===== config.mk =====
export PLATFORM = sky130hd
export DESIGN_NAME = nibble_rx_fifo
export DESIGN_NICKNAME = d
export VERILOG_FILES = /design/src/rtl/nibble_rx_fifo.sv
export SDC_FILE = /design/constraint.sdc
export NUM_CORES = 1
export LEC_CHECK = 0
export ABC_AREA = 1
export CORE_MARGIN = 1
export CORE_UTILIZATION = 39
export CTS_CLUSTER_SIZE = 24
export DETAILED_ROUTE_END_ITERATION = 8
export GPL_ROUTABILITY_DRIVEN = 0
export GPL_TIMING_DRIVEN = 0
export PLACE_DENSITY_LB_ADDON = 0.08
export SLEW_MARGIN = 20
export SYNTH_ARGS = -nofsm -noshare
export SYNTH_HDL_FRONTEND = slang
export SYNTH_SLANG_ARGS = --single-unit

===== constraint.sdc =====
create_clock -name clk -period 1.6 [get_ports clk]
set_clock_uncertainty 0.2 [all_clocks]
set_input_delay 0.32 -clock clk [delete_from_list [all_inputs] [get_ports clk]]
set_output_delay 0.32 -clock clk [all_outputs]
set_load 0.05 [all_outputs]

===== src/rtl/nibble_rx_fifo.sv =====
// rtl/nibble_rx_fifo.sv - serial bit assembler feeding a word FIFO with registered read port
module nibble_rx_fifo #(
  parameter int DEPTH = 8,
  parameter int WIDTH = 4
) (
  input  logic                    clk,
  input  logic                    reset,
  input  logic                    S_in,
  input  logic                    bit_valid,
  input  logic                    dir,
  input  logic                    flush,
  input  logic                    rd_en,
  input  logic                    clr_ovf,
  output logic [WIDTH-1:0]        D_out,
  output logic                    rd_valid,
  output logic                    empty,
  output logic                    full,
  output logic [$clog2(DEPTH):0]  count,
  output logic                    overflow
);

  localparam int PW = $clog2(DEPTH);
  localparam int CW = PW + 1;
  localparam int BW = (WIDTH > 1) ? $clog2(WIDTH) : 1;

  localparam logic [CW-1:0] DEPTH_C   = CW'(DEPTH);
  localparam logic [CW-1:0] CNT_ONE   = CW'(1);
  localparam logic [PW-1:0] PTR_ONE   = PW'(1);
  localparam logic [BW-1:0] BCNT_LAST = BW'(WIDTH - 1);
  localparam logic [BW-1:0] BCNT_ONE  = BW'(1);

  logic [BW-1:0]    bcnt_q, bcnt_d;
  logic [WIDTH-1:0] asm_q, asm_d;
  logic [PW-1:0]    wptr_q, wptr_d;
  logic [PW-1:0]    rptr_q, rptr_d;
  logic [CW-1:0]    count_q, count_d;
  logic             ovf_q, ovf_d;
  logic [WIDTH-1:0] dout_q, dout_d;
  logic             rdv_q, rdv_d;

  logic [WIDTH-1:0] mem [DEPTH];

  logic [WIDTH-1:0] word_nxt;
  logic             word_done;
  logic             pop;
  logic             push;
  logic             drop;
  logic             mem_we;

  // Decode this edge's events: the shifted word, completion, pop, accepted push, dropped word
  always_comb begin
    word_nxt  = dir ? {asm_q[WIDTH-2:0], S_in} : {S_in, asm_q[WIDTH-1:1]};
    word_done = bit_valid && (bcnt_q == BCNT_LAST);
    pop       = rd_en && (count_q != '0);
    // A pop on a full FIFO frees the slot the completing word lands in
    push      = word_done && ((count_q != DEPTH_C) || pop);
    drop      = word_done && (count_q == DEPTH_C) && !pop;
    mem_we    = push && !flush;
  end

  // Next-state logic; flush overrides assembly and reads but leaves D_out untouched
  always_comb begin
    bcnt_d  = bcnt_q;
    asm_d   = asm_q;
    wptr_d  = wptr_q;
    rptr_d  = rptr_q;
    count_d = count_q;
    ovf_d   = ovf_q;
    dout_d  = dout_q;
    rdv_d   = 1'b0;
    if (flush) begin
      bcnt_d  = '0;
      asm_d   = '0;
      wptr_d  = '0;
      rptr_d  = '0;
      count_d = '0;
      ovf_d   = 1'b0;
    end else begin
      if (bit_valid) begin
        asm_d  = word_nxt;
        bcnt_d = word_done ? '0 : bcnt_q + BCNT_ONE;
      end
      if (pop) begin
        rptr_d = rptr_q + PTR_ONE;
        dout_d = mem[rptr_q];
        rdv_d  = 1'b1;
      end
      if (push) begin
        wptr_d = wptr_q + PTR_ONE;
      end
      case ({push, pop})
        2'b10:   count_d = count_q + CNT_ONE;
        2'b01:   count_d = count_q - CNT_ONE;
        default: count_d = count_q;
      endcase
      // A drop on the same edge as clr_ovf keeps the flag set
      if (drop) begin
        ovf_d = 1'b1;
      end else if (clr_ovf) begin
        ovf_d = 1'b0;
      end
    end
  end

  // Control and output registers, cleared asynchronously
  always_ff @(posedge clk or negedge reset) begin
    if (!reset) begin
      bcnt_q  <= '0;
      asm_q   <= '0;
      wptr_q  <= '0;
      rptr_q  <= '0;
      count_q <= '0;
      ovf_q   <= 1'b0;
      dout_q  <= '0;
      rdv_q   <= 1'b0;
    end else begin
      bcnt_q  <= bcnt_d;
      asm_q   <= asm_d;
      wptr_q  <= wptr_d;
      rptr_q  <= rptr_d;
      count_q <= count_d;
      ovf_q   <= ovf_d;
      dout_q  <= dout_d;
      rdv_q   <= rdv_d;
    end
  end

  // Word storage has no reset; a slot is only read after it has been written
  always_ff @(posedge clk) begin
    if (mem_we) begin
      mem[wptr_q] <= word_nxt;
    end
  end

  // Status outputs are derived from the stored-word count
  always_comb begin
    D_out    = dout_q;
    rd_valid = rdv_q;
    count    = count_q;
    empty    = (count_q == '0);
    full     = (count_q == DEPTH_C);
    overflow = ovf_q;
  end

endmodule


==> metrics.md <==
| Metric | Value |
|---|---|
| Root Buffer | clkbuf_8 |
| Port bufs | 19 |
| Final hold vios | 0 |
| WL per Instance | 15.1 µm |
| Pwr dens | 884 nW/µm² |
| Worst setup EP type | output port |
| Max Cap Viol | 0 |
| Fin worst setup slack | -0.232 ns |
| DP HPWL | 3.54 mm |
| Row count | 28 |
| Critical-path cell list | nor2_4, buf_6, nand3_4, clkinv_4, buf_8 |
| Final worst path period share | 115% |
| Setup_tns | -7.24 ns |
| DRC | 0 |
| Routed WL | 5.56 mm |
| Die area | 6680 µm² |
| Max IR drop VDD | 464 µV |
| Hold Path Depth | 2 |
| #FFs+latches synth | 54 |
| Hold path start | D_out[0]$_DFFE_PN0P_ |
| Startpoint types | flip-flop |
| Via count | 1,839 |
| Syn Area/Cell | 10.4 µm² |
| FF-to-FF path depth | 12 |
| Post-synth EDFFs | 32 |
| NumNets Final | 305 |
| Hold worst-path end | D_out[0]$_DFFE_PN0P_ |
| Hold_ws | 0.276 ns |
| Initial core utilization | 41.2% |
| Clock transition at path regs | 0.09 ns |
| First-pass GRT wire length | 8.63 mm |
| Fmax achieved | 546 MHz |
| Final Max Slew Viols | 0 |
| Clock insertion delay at the later pin of the skew report | 0.30 ns |
| RSZ-0062 raised after global routing | yes |
| Headroom to the max-slew limit | 64.3% |
| Critical Path RT | 1.08 ns |
| Fill cells | 515 |
| Non-filler instance count after layout | 368 |
| Synth-to-Final Area Change | 34.7% |
| Worst r2r dst | count[3]$_DFFE_PN0P_ |
| Seq/Total Area, Yosys | 60.9% |
| I/O pin count | 20 |
| Core footprint | 6030 µm² |
| Static Leak | 0.00138 µW |
| Largest net degree at the start of global routing | 23 |
| CTS Buf Count | 5 |
| Final setup viols | 44 |
| Cell taking the most area after synthesis | edfxtp_1 |
| Grt ovf | 0 |
| Vias per cell | 5.00 |
| Max incr delay on CP | 0.44 ns |
| Die height | 81.7 µm |
| Synth top area cells | edfxtp_1 39%, dfrtp_1 22%, nand2_1 5.8% |
| Status | finished, violations left |
| Initial DRC Count | 108 |
| Initial antenna violation count | 0 |
| CP max-delay cell | dfrtp_2 |
| Least-Margin Pin Slew | 0.535 ns |
| Share of layout cells above drive strength 1 | 36.2% |
| Minimum clock period after layout | 1.83 ns |
| Prevailing post-synth register cell | edfxtp_1 |
| CTS max path bufs | 2 |
| Ant. Diodes | 0 |
| Synth cell types | 27 |
| Syn Nets | 252 |
| GR Util All Layers | 17.7% |
| Yosys warnings | 0 |
| WP data arrival | 1.31 ns |
| Area of the mapped netlist | 2480 µm² |
| List of most frequent post-synthesis cells | 38 x nand2_1, 32 x edfxtp_1, 25 x nor2_1 |
| Critical path class | flip-flop to output port |
| DR pass1 iterations | 4 |
| Reg2reg start | count[0]$_DFFE_PN0P_ |
| Flop2flop setup slack | -0.21 ns |
| Total power | 2950 µW |
| Clock sink count | 54 |
| Hold Crit Class | flip-flop to flip-flop |
| Die X-Extent | 81.7 µm |
| Failing checks | negative setup slack |
| H-tree level count | 2 |
| ANT nets after route | 0 |
| Cells after synthesis | 239 |
| Placed Cells | 333 |
| Number of global-route vias before repair | 1,780 |
| CTS tree | yes |
| Crit-path max FO | 3 |
| Most frequent cell after synthesis | nand2_1 |
| Top-area cell type share of the netlist area | 38.7% |
| FFs w/ async S/R, synth | 40.7% |
-- layout make-up --
cell class	count	area (µm²)	area share, %
buffer	4	25.0	0.749
clock inverter	3	68.8	2.06
timing repair buffer	46	440	13.2
multi-input combinational	151	1000	30.0
sequential	54	1520	45.5
tap	75	93.8	2.81
clock buffer	5	68.8	2.06
inverter	30	123	3.67
-- cells in the final DEF, fill, tap and decap left out, drive strengths merged --
cell type      count
ha                 5
buf               38
o21ai             31
dlymetal6s2s       1
clkdlybuf4s15      4
dfrtp             22
nand2             45
nand4              3
nand3             19
clkbuf             6
o221ai             4
inv               28
o22ai              4
edfxtp            32
dlygate4sd3        1
or2                1
dlygate4sd2        2
clkdlybuf4s50      3
bufinv             2
nor2              29
o211ai             4
a21oi              6
clkinv             3
-- power breakdown --
part           internal, µW  total (µW)  switching, µW
Combinational           110         343            233
Clock                   627        1070            443
Sequential             1520        1540           19.3
Total                  2260        2950            696
-- cells by family after synthesis --
family | share of synthesized area (%)
adders and majority gates | 2.52
and+or+nand+nor | 19.4
buffers and inverters | 5.45
AOI/OAI and AO/OA | 11.7
DFF | 60.9
-- routing by layer --
metal	wire, µm	track usage, %
met1	2450	22.5
met2	2770	29.3
met3	241	4.11
met4	107	6.67
met5	0	0
-- stage by stage --
stage	instance area, µm²	setup WS (ns)	utilization, %
2_1_floorplan	2560	-0.319	-
3_3_place_gp	2850	-0.761	47.3
3_5_place_dp	2850	-0.680	47.3
4_1_cts	3180	-0.234	52.8
5_1_grt	3340	-0.327	55.4
6_report	3340	-0.232	55.4
-- timing repair --
item / CTS / global route
buffers inserted: 15 / 11
endpoints found under the setup margin: 89 / 62
pin swaps: 13 / 17
endpoints found under the hold margin: 0 / 22
hold buffers: 0 / 1
gates resized for setup: 82 / 29
-- flip-flops by register name, indices dropped and copies added, names as in the netlist --
name      count
D_out         4
wptr_q        3
rptr_q        3
bcnt_q        2
rd_valid      1
overflow      1
count         4
asm_q         4
mem          32
-- worst max path at each step --
stage / startpoint / end / slack, ns
6_report: count[0]$_DFFE_PN0P_ / full / -0.23
5_1_grt: bcnt_q[0]$_DFFE_PN0P_ / count[3]$_DFFE_PN0P_ / -0.33
4_1_cts: count[1]$_DFFE_PN0P_ / count[3]$_DFFE_PN0P_ / -0.23
3_5_place_dp: dir / mem[4][0]$_DFFE_PP_ / -0.68
3_3_place_gp: dir / mem[7][0]$_DFFE_PP_ / -0.76
2_1_floorplan: count[1]$_DFFE_PN0P_ / count[3]$_DFFE_PN0P_ / -0.32
-- critical path, delay by kind of cell, from the launching register on --
| kind | cells | cell delay [ns] |
|---|---|---|
| flops | 1 | 0.44 |
| buf+inv | 3 | 0.33 |
| simple gates | 2 | 0.24 |
No activity file was read; power rests on OpenSTA's default activity.
